$ cat src/rtl/ctrl.sv
// Main control decoder for the RV32I-subset core: opcode/func3/func7 -> datapath selects.
// Latency: all selects are combinational; only load_phase is registered (one clk).
// No backpressure: a LOAD holds the PC for one extra cycle through pc_sel=10.
// Optional feature: define CTRL_AUIPC_EN to decode opcode 00101 as AUIPC.
module ctrl (
   input  logic       clk,
   input  logic       rst,
   input  logic [4:0] opcode,
   input  logic [2:0] func3,
   input  logic [6:0] func7,
   input  logic       b,
   output logic [2:0] imm_type,
   output logic       alu1_sel,
   output logic       alu2_sel,
   output logic [3:0] alu_op,
   output logic [1:0] rd_sel,
   output logic       reg_wr,
   output logic [1:0] pc_sel,
   output logic       mem_addr_sel,
   output logic       mem_wr,
   output logic [2:0] mem_type,
   output logic [2:0] cmp_op,
   output logic       load_phase
);

   // Major opcodes (instr[6:2])
   localparam logic [4:0] OPC_OP     = 5'b01100;
   localparam logic [4:0] OPC_OP_IMM = 5'b00100;
   localparam logic [4:0] OPC_LOAD   = 5'b00000;
   localparam logic [4:0] OPC_STORE  = 5'b01000;
   localparam logic [4:0] OPC_LUI    = 5'b01101;
   localparam logic [4:0] OPC_JAL    = 5'b11011;
   localparam logic [4:0] OPC_JALR   = 5'b11001;
   localparam logic [4:0] OPC_BRANCH = 5'b11000;
   localparam logic [4:0] OPC_AUIPC  = 5'b00101;

   // Immediate formats
   localparam logic [2:0] IMM_NONE = 3'b000;
   localparam logic [2:0] IMM_U    = 3'b001;
   localparam logic [2:0] IMM_J    = 3'b010;
   localparam logic [2:0] IMM_S    = 3'b011;
   localparam logic [2:0] IMM_I    = 3'b100;
   localparam logic [2:0] IMM_B    = 3'b101;

   // Register-file write sources
   localparam logic [1:0] RD_IMM = 2'b00;
   localparam logic [1:0] RD_PC4 = 2'b01;
   localparam logic [1:0] RD_ALU = 2'b10;
   localparam logic [1:0] RD_MEM = 2'b11;

   // Next-PC sources
   localparam logic [1:0] PC_ALU  = 2'b00;
   localparam logic [1:0] PC_PC4  = 2'b01;
   localparam logic [1:0] PC_HOLD = 2'b10;

   // Branch comparator ops
   localparam logic [2:0] CMP_BEQ  = 3'b000;
   localparam logic [2:0] CMP_BNE  = 3'b001;
   localparam logic [2:0] CMP_BLT  = 3'b010;
   localparam logic [2:0] CMP_BGE  = 3'b011;
   localparam logic [2:0] CMP_BLTU = 3'b100;
   localparam logic [2:0] CMP_BGEU = 3'b101;

   localparam logic [3:0] ALU_ADD = 4'b0000;

   logic load_phase_q;
   logic load_phase_d;

   logic is_op;
   logic is_op_imm;
   logic is_load;
   logic is_store;
   logic is_lui;
   logic is_jal;
   logic is_jalr;
   logic is_branch;
   logic is_auipc;
   logic alt_bit;

   // One-hot opcode classification shared by all select decoders
   always_comb begin
      is_op     = (opcode == OPC_OP);
      is_op_imm = (opcode == OPC_OP_IMM);
      is_load   = (opcode == OPC_LOAD);
      is_store  = (opcode == OPC_STORE);
      is_lui    = (opcode == OPC_LUI);
      is_jal    = (opcode == OPC_JAL);
      is_jalr   = (opcode == OPC_JALR);
      is_branch = (opcode == OPC_BRANCH);
`ifdef CTRL_AUIPC_EN
      is_auipc  = (opcode == OPC_AUIPC);
`else
      is_auipc  = 1'b0;
`endif
   end

   // Immediate format select
   always_comb begin
      imm_type = IMM_NONE;
      if (is_lui || is_auipc)                imm_type = IMM_U;
      else if (is_jal)                       imm_type = IMM_J;
      else if (is_store)                     imm_type = IMM_S;
      else if (is_op_imm || is_load || is_jalr) imm_type = IMM_I;
      else if (is_branch)                    imm_type = IMM_B;
   end

   // ALU operand muxes: PC as operand A for PC-relative adds, rs2 only for OP
   always_comb begin
      alu1_sel = is_jal || is_auipc;
      alu2_sel = !is_op;
   end

   // ALU op: func7[5] selects SUB only on register-register, SRA on both shift-right forms
   always_comb begin
      alt_bit = 1'b0;
      alu_op  = ALU_ADD;
      if (is_op || is_op_imm) begin
         if ((is_op && func3 == 3'b000) || func3 == 3'b101)
            alt_bit = func7[5];
         alu_op = {alt_bit, func3};
      end
   end

   // Register-file write source and enable; LOAD writes only in its second cycle
   always_comb begin
      rd_sel = RD_IMM;
      reg_wr = 1'b0;
      if (is_op || is_op_imm || is_auipc) begin
         rd_sel = RD_ALU;
         reg_wr = 1'b1;
      end else if (is_jal || is_jalr) begin
         rd_sel = RD_PC4;
         reg_wr = 1'b1;
      end else if (is_load) begin
         rd_sel = RD_MEM;
         reg_wr = load_phase_q;
      end else if (is_lui) begin
         rd_sel = RD_IMM;
         reg_wr = 1'b1;
      end
   end

   // Next-PC source: jumps/taken branches use the ALU target, LOAD phase 0 holds PC
   always_comb begin
      pc_sel = PC_PC4;
      if (is_jal || is_jalr)          pc_sel = PC_ALU;
      else if (is_branch && b)        pc_sel = PC_ALU;
      else if (is_load && !load_phase_q) pc_sel = PC_HOLD;
   end

   // Memory port controls: the data address is presented in LOAD phase 0
   always_comb begin
      mem_addr_sel = is_load && !load_phase_q;
      mem_wr       = is_store;
      mem_type     = (is_load || is_store) ? func3 : 3'b000;
   end

   // Branch comparator op from func3, independent of opcode
   always_comb begin
      cmp_op = CMP_BEQ;
      case (func3)
         3'b000:  cmp_op = CMP_BEQ;
         3'b001:  cmp_op = CMP_BNE;
         3'b100:  cmp_op = CMP_BLT;
         3'b101:  cmp_op = CMP_BGE;
         3'b110:  cmp_op = CMP_BLTU;
         3'b111:  cmp_op = CMP_BGEU;
         default: cmp_op = CMP_BEQ;
      endcase
   end

   // Next load phase: toggles while LOAD is held, otherwise returns to phase 0
   always_comb begin
      load_phase_d = is_load ? !load_phase_q : 1'b0;
   end

   // Load phase register with asynchronous clear
   always_ff @(posedge clk or posedge rst) begin
      if (rst) load_phase_q <= 1'b0;
      else     load_phase_q <= load_phase_d;
   end

   assign load_phase = load_phase_q;

endmodule

$ cat config.mk
export PLATFORM = sky130hd
export DESIGN_NAME = ctrl
export DESIGN_NICKNAME = d
export VERILOG_FILES = /design/src/rtl/ctrl.sv
export SDC_FILE = /design/constraint.sdc
export NUM_CORES = 1
export LEC_CHECK = 0
export ABC_AREA = 1
export BUFFER_PORTS_ARGS = -buffer_cell sky130_fd_sc_hd__buf_2
export CAP_MARGIN = 20
export CORE_AREA = 2 2 39 41
export DETAILED_ROUTE_END_ITERATION = 8
export DIE_AREA = 0 0 41 43
export HOLD_SLACK_MARGIN = 0.02
export PLACE_DENSITY = 0.72
export SYNTH_ARGS = -nofsm -noshare
export SYNTH_HDL_FRONTEND = slang
export SYNTH_SLANG_ARGS = --single-unit
$ cat constraint.sdc
create_clock -name clk -period 0.9 [get_ports clk]
set_clock_uncertainty 0.05 [all_clocks]
set_input_delay 0.045 -clock clk [delete_from_list [all_inputs] [get_ports clk]]
set_output_delay 0.045 -clock clk [all_outputs]
set_load 0.02 [all_outputs]
Yosys cells after proc, flatten, opt, wreduce, memory -nomap -nowiden. Cells that the tools add are included.

Flip-flop bits (word level): 1. Input bits: 18. Output and inout port bits: 23. Word-level logic and storage cells: 46.

Eq/ne operators: 12. Multiplexer cells: 20. Reductions and logical operators: 13.

Operators by type and width (number): $mux 3 (6); $eq 5x4->1 const B (3); $eq 5x5->1 const B (3); $pmux 3 s5 (1); $eq 3x3->1 const B (4); $mux 2 (6); $logic_or 1x1->1 (6); $mux 1 (6); $eq 5x3->1 const B (1); $logic_not 5->1 (1); $mux 4 (1); $eq 3x1->1 const B (1); $logic_and 1x1->1 (3); $logic_not 3->1 (1); $logic_not 1->1 (2).

Logic depth before layout (Yosys ltp).
Word-level depth: 7. Depth in mapped cells: 6. Depth with buffers taken out: 6.

Worst setup path after synthesis. Ideal clock, no wire load.

Kind: input port to output port. Start point: in opcode[3]. End point: out imm_type[2]. Data arrival time: 0.831 ns. Data required time: 0.805 ns. Path slack: -0.026 ns. Stages: 5. Buffers on the path: 0. Cells stage by stage: inv_1 > nor2_4 > nand2_1 > nor2_1 > nor2_1.

Elaborated cells between the ends (all ways): 14. Those cells by class: eq/ne (6); mux (5); reduce/logical (3).

RTL lines: from (decl) (RTL line 8) `input logic [4:0] opcode,`; $eq 5x4->1 (RTL line 85) `is_store = (opcode == OPC_STORE);`; via mem_wr (RTL line 20) `output logic mem_wr,`; $mux 3 (RTL line 102) `else if (is_store) imm_type = IMM_S;`; $mux 3 (RTL line 101) `else if (is_jal) imm_type = IMM_J;`; $mux 3 (RTL line 100) `if (is_lui || is_auipc) imm_type = IMM_U;`; to (decl) (RTL line 12) `output logic [2:0] imm_type,`.

The timed path passes the listed nets, and every way through them passes these cells.

Worst setup path after layout.
Start point: in opcode[2]. End point: out imm_type[2].

Longest elaborated chain between the ends: 7. Elaborated cells between the ends (all ways): 14. Those cells by class: eq/ne (6); mux (5); reduce/logical (3).

RTL lines: $eq 5x3->1 / $logic_not 5->1 (equally long branches) (RTL line 83, 84); $logic_or 1x1->1 (2 in a row) (RTL line 103) `else if (is_op_imm || is_load || is_jalr) imm_type = IMM_I;`; $mux 3 (RTL line 103); $mux 3 (RTL line 102); $mux 3 (RTL line 101); $mux 3 (*) (RTL line 100).

Every way passes the cells marked *; elsewhere a longest branch is shown, timed or not.

==> impl_results.md <==
- Storage cell area: 26.28 µm²
- Remaining antenna violation count after routing: 0
- Crit. End Element: output pin
- Switch Pwr: 0.1484 mW
- Initial antenna violation count: 0
- Max cap viols: 0
- Pre-CTS setup slack: -54.87 ps
- Worst Reg-to-Reg Cells: 1
- Row count: 14
- GRT Residual Overflow: 0
- GR Util All Layers: 12.63%
- CTS clk-pin slew, worst paths: 0 ps
- Vias per std cell: about 4.4
- RD Place Congestion: 0.7159
- Clock share of power: 0%
- Total Wirelength: 1163 µm
- Synthesis-stage register bit count: 1
- Die Wd: 41 µm
- Clk Latency, worst-skew pair: 0 ps
- Hpwl dp: 880.9 µm
- VDD IR max: about 0.00028 V
- Synth warn: 0
- Hold Path Sink: load_phase
- Part of the cycle the worst path needs: 99.91%
- Worst Path Required: between 800 and 900 ps
- Worst Hold Slack: about 310 ps
- Iter 0 DRT Violations: 8
- Top achievable clock speed: 1.112 GHz
- Status: finished clean
- P_int: 0.1506 mW
- Post-synth top area share: 17.11%
- Post-synth top area cell: nor2_1
- Largest net degree at the start of global routing: 7
- Final TNS setup: 0 ps
- Die ar.: 1763 µm²
- Top area cells in the synthesized netlist: nor2_1 17%, nand2_1 15%, nor2_4 14%
- Layout cell share with drive strength beyond 1: about 58%
- Sequential share of the synthesized area: 7.605%
- Worst relative slew slack: 88.14%
- Worst R2R End: load_phase
- Syn Nets: between 80 and 90
- Arr. time, crit path: 800 ps
- Final critical-path required period: 899.2 ps
- Least-Margin Pin Slew: 177.8 ps
- # DRC: 0
- First-pass GRT wire length: 1697 µm
- Synth Area per Inst: 5.223 µm²
- DR pass1 iterations: 4
- Initial core utilization: 23.78%
- Area taken by multi-input logic gates: 274.0 µm²
- Final setup viols: 0
- # port buffers: 34
- Ant. Diodes: 0
- Hold path startpoint: opcode[3]
- CP Launch Type: input port
- Die Y: ~43 µm
- Sw frac: 49.63%
- Pwr dens: 464.1 nW/µm²
- CP Max Fanout: 4
- Most frequent cells in the layout: 25 x buf_2, 13 x nor2_1, 12 x nand2_1, 11 x buf_4, 9 x inv_1
- WHS Path Cells: 4
- Pwr Total: between 0.2 and 0.3 mW
- # IOs: between 40 and 50
- Reg power frac: between 10% and 20%
- # nets final: between 100 and 150
- Post-synthesis cell count: 63
- Vias: 527
- Combinational Power Share: 84.0%
- Vias in the first global route: 437
- PnR worst setup slack: 0.7684 ps
- Util after Layout: about 47%
- Max Transition Viols Final: 0
- Reg-to-reg slack, setup: between 200 and 250 ps
- Leak: 0.4133 nW
- Max reg flops: 1
- # fillers: 154
- Kind of critical path: input port to output pin
- DR WL/cell: 9.692 µm
- Yosys cell types: 16
- Final Hold Vio Count: 0
- Core Box Area: 1384 µm²
- Hold Crit Class: input port to register
- Post-Syn Area: 329.1 µm²
- RSZ-0062 raised after global routing: yes
- Area grow syn2layout: 95.82%
- Most common cell after layout, fill and taps aside: buf_2
- FF-to-FF Start: load_phase
-- logic make-up after synthesis --
group / count (synthesis) / synth area share [%]
buf+inv: 14 / 16.73
compound gates: 6 / 11.79
simple gates: 42 / 63.88
flops: 1 / 7.603
-- timing repair --
| action | 4_1_cts | 5_1_grt |
|---|---|---|
| resized for setup | 17 | 3 |
| pin swaps | 7 | 3 |
| setup buffers | 0 | 1 |
| gates cloned | 0 | 0 |
| endpoints found under the setup margin | 7 | 8 |
| endpoints found under the hold margin | 1 | 0 |
| hold buffers | 1 | 0 |
-- per-stage QoR --
stage	std cells	area, µm²
3_5_place_dp	118	560.5
4_1_cts	119	629.4
3_3_place_gp	118	560.5
6_report	120	644.4
5_1_grt	120	644.4
2_1_floorplan	63	332.8
-- power by group through the flow --
stage	Combinational [mW]	Sequential, mW	Clock [mW]
3_5_place_dp	0.216	0.0477	0
6_report	0.251	0.0477	0
3_3_place_gp	0.212	0.0477	0
2_1_floorplan	0.116	0.0485	0
4_1_cts	0.247	0.0477	0
5_1_grt	0.274	0.0478	0
-- critical path: stages --
cell and delay, ps:
buf_2 130, nor2_4 140, nand2_1 90, nor2_1 120, nor2_1 50, nor2_1 80
buf_4 140
-- layer usage --
layer | global-route usage [%] | vias up | part of all wire [%]
met4 | 1.333 | 0 | 0
met2 | 24.06 | 24 | 56
li1 | - | 275 | -
met3 | 0.5236 | 0 | 8.9
met5 | 0 | - | 0
met1 | 14.70 | 228 | 36
-- synthesized netlist by cell type (all sizes together) --
cell type   n
nand4       1
o22ai       1
nor2       20
a21oi       4
dfrtp       1
o21ai       1
nand3       6
inv        14
nand2      15
-- cell type report --
| type | instances | area share [%] |
|---|---|---|
| inverters | 14 | 8.932 |
| multi-input cells | 48 | 42.52 |
| well taps | 16 | 3.107 |
| repair buffers | 41 | 41.36 |
| flip-flops and latches | 1 | 4.078 |
-- how the worst max path moves through the flow --
stage | start | end | slack (ps) | depth (start not counted)
after floorplan | load_phase | pc_sel[1] | 20 | 1
final | opcode[2] | imm_type[2] | 0.8 | 7
after CTS | opcode[0] | pc_sel[0] | -20 | 8
after global routing | opcode[2] | imm_type[2] | -70 | 7
after detailed placement | opcode[2] | pc_sel[0] | -50 | 6
after global placement | opcode[2] | pc_sel[0] | -40 | 6
Note: power is estimated with default switching activity, not from simulation.
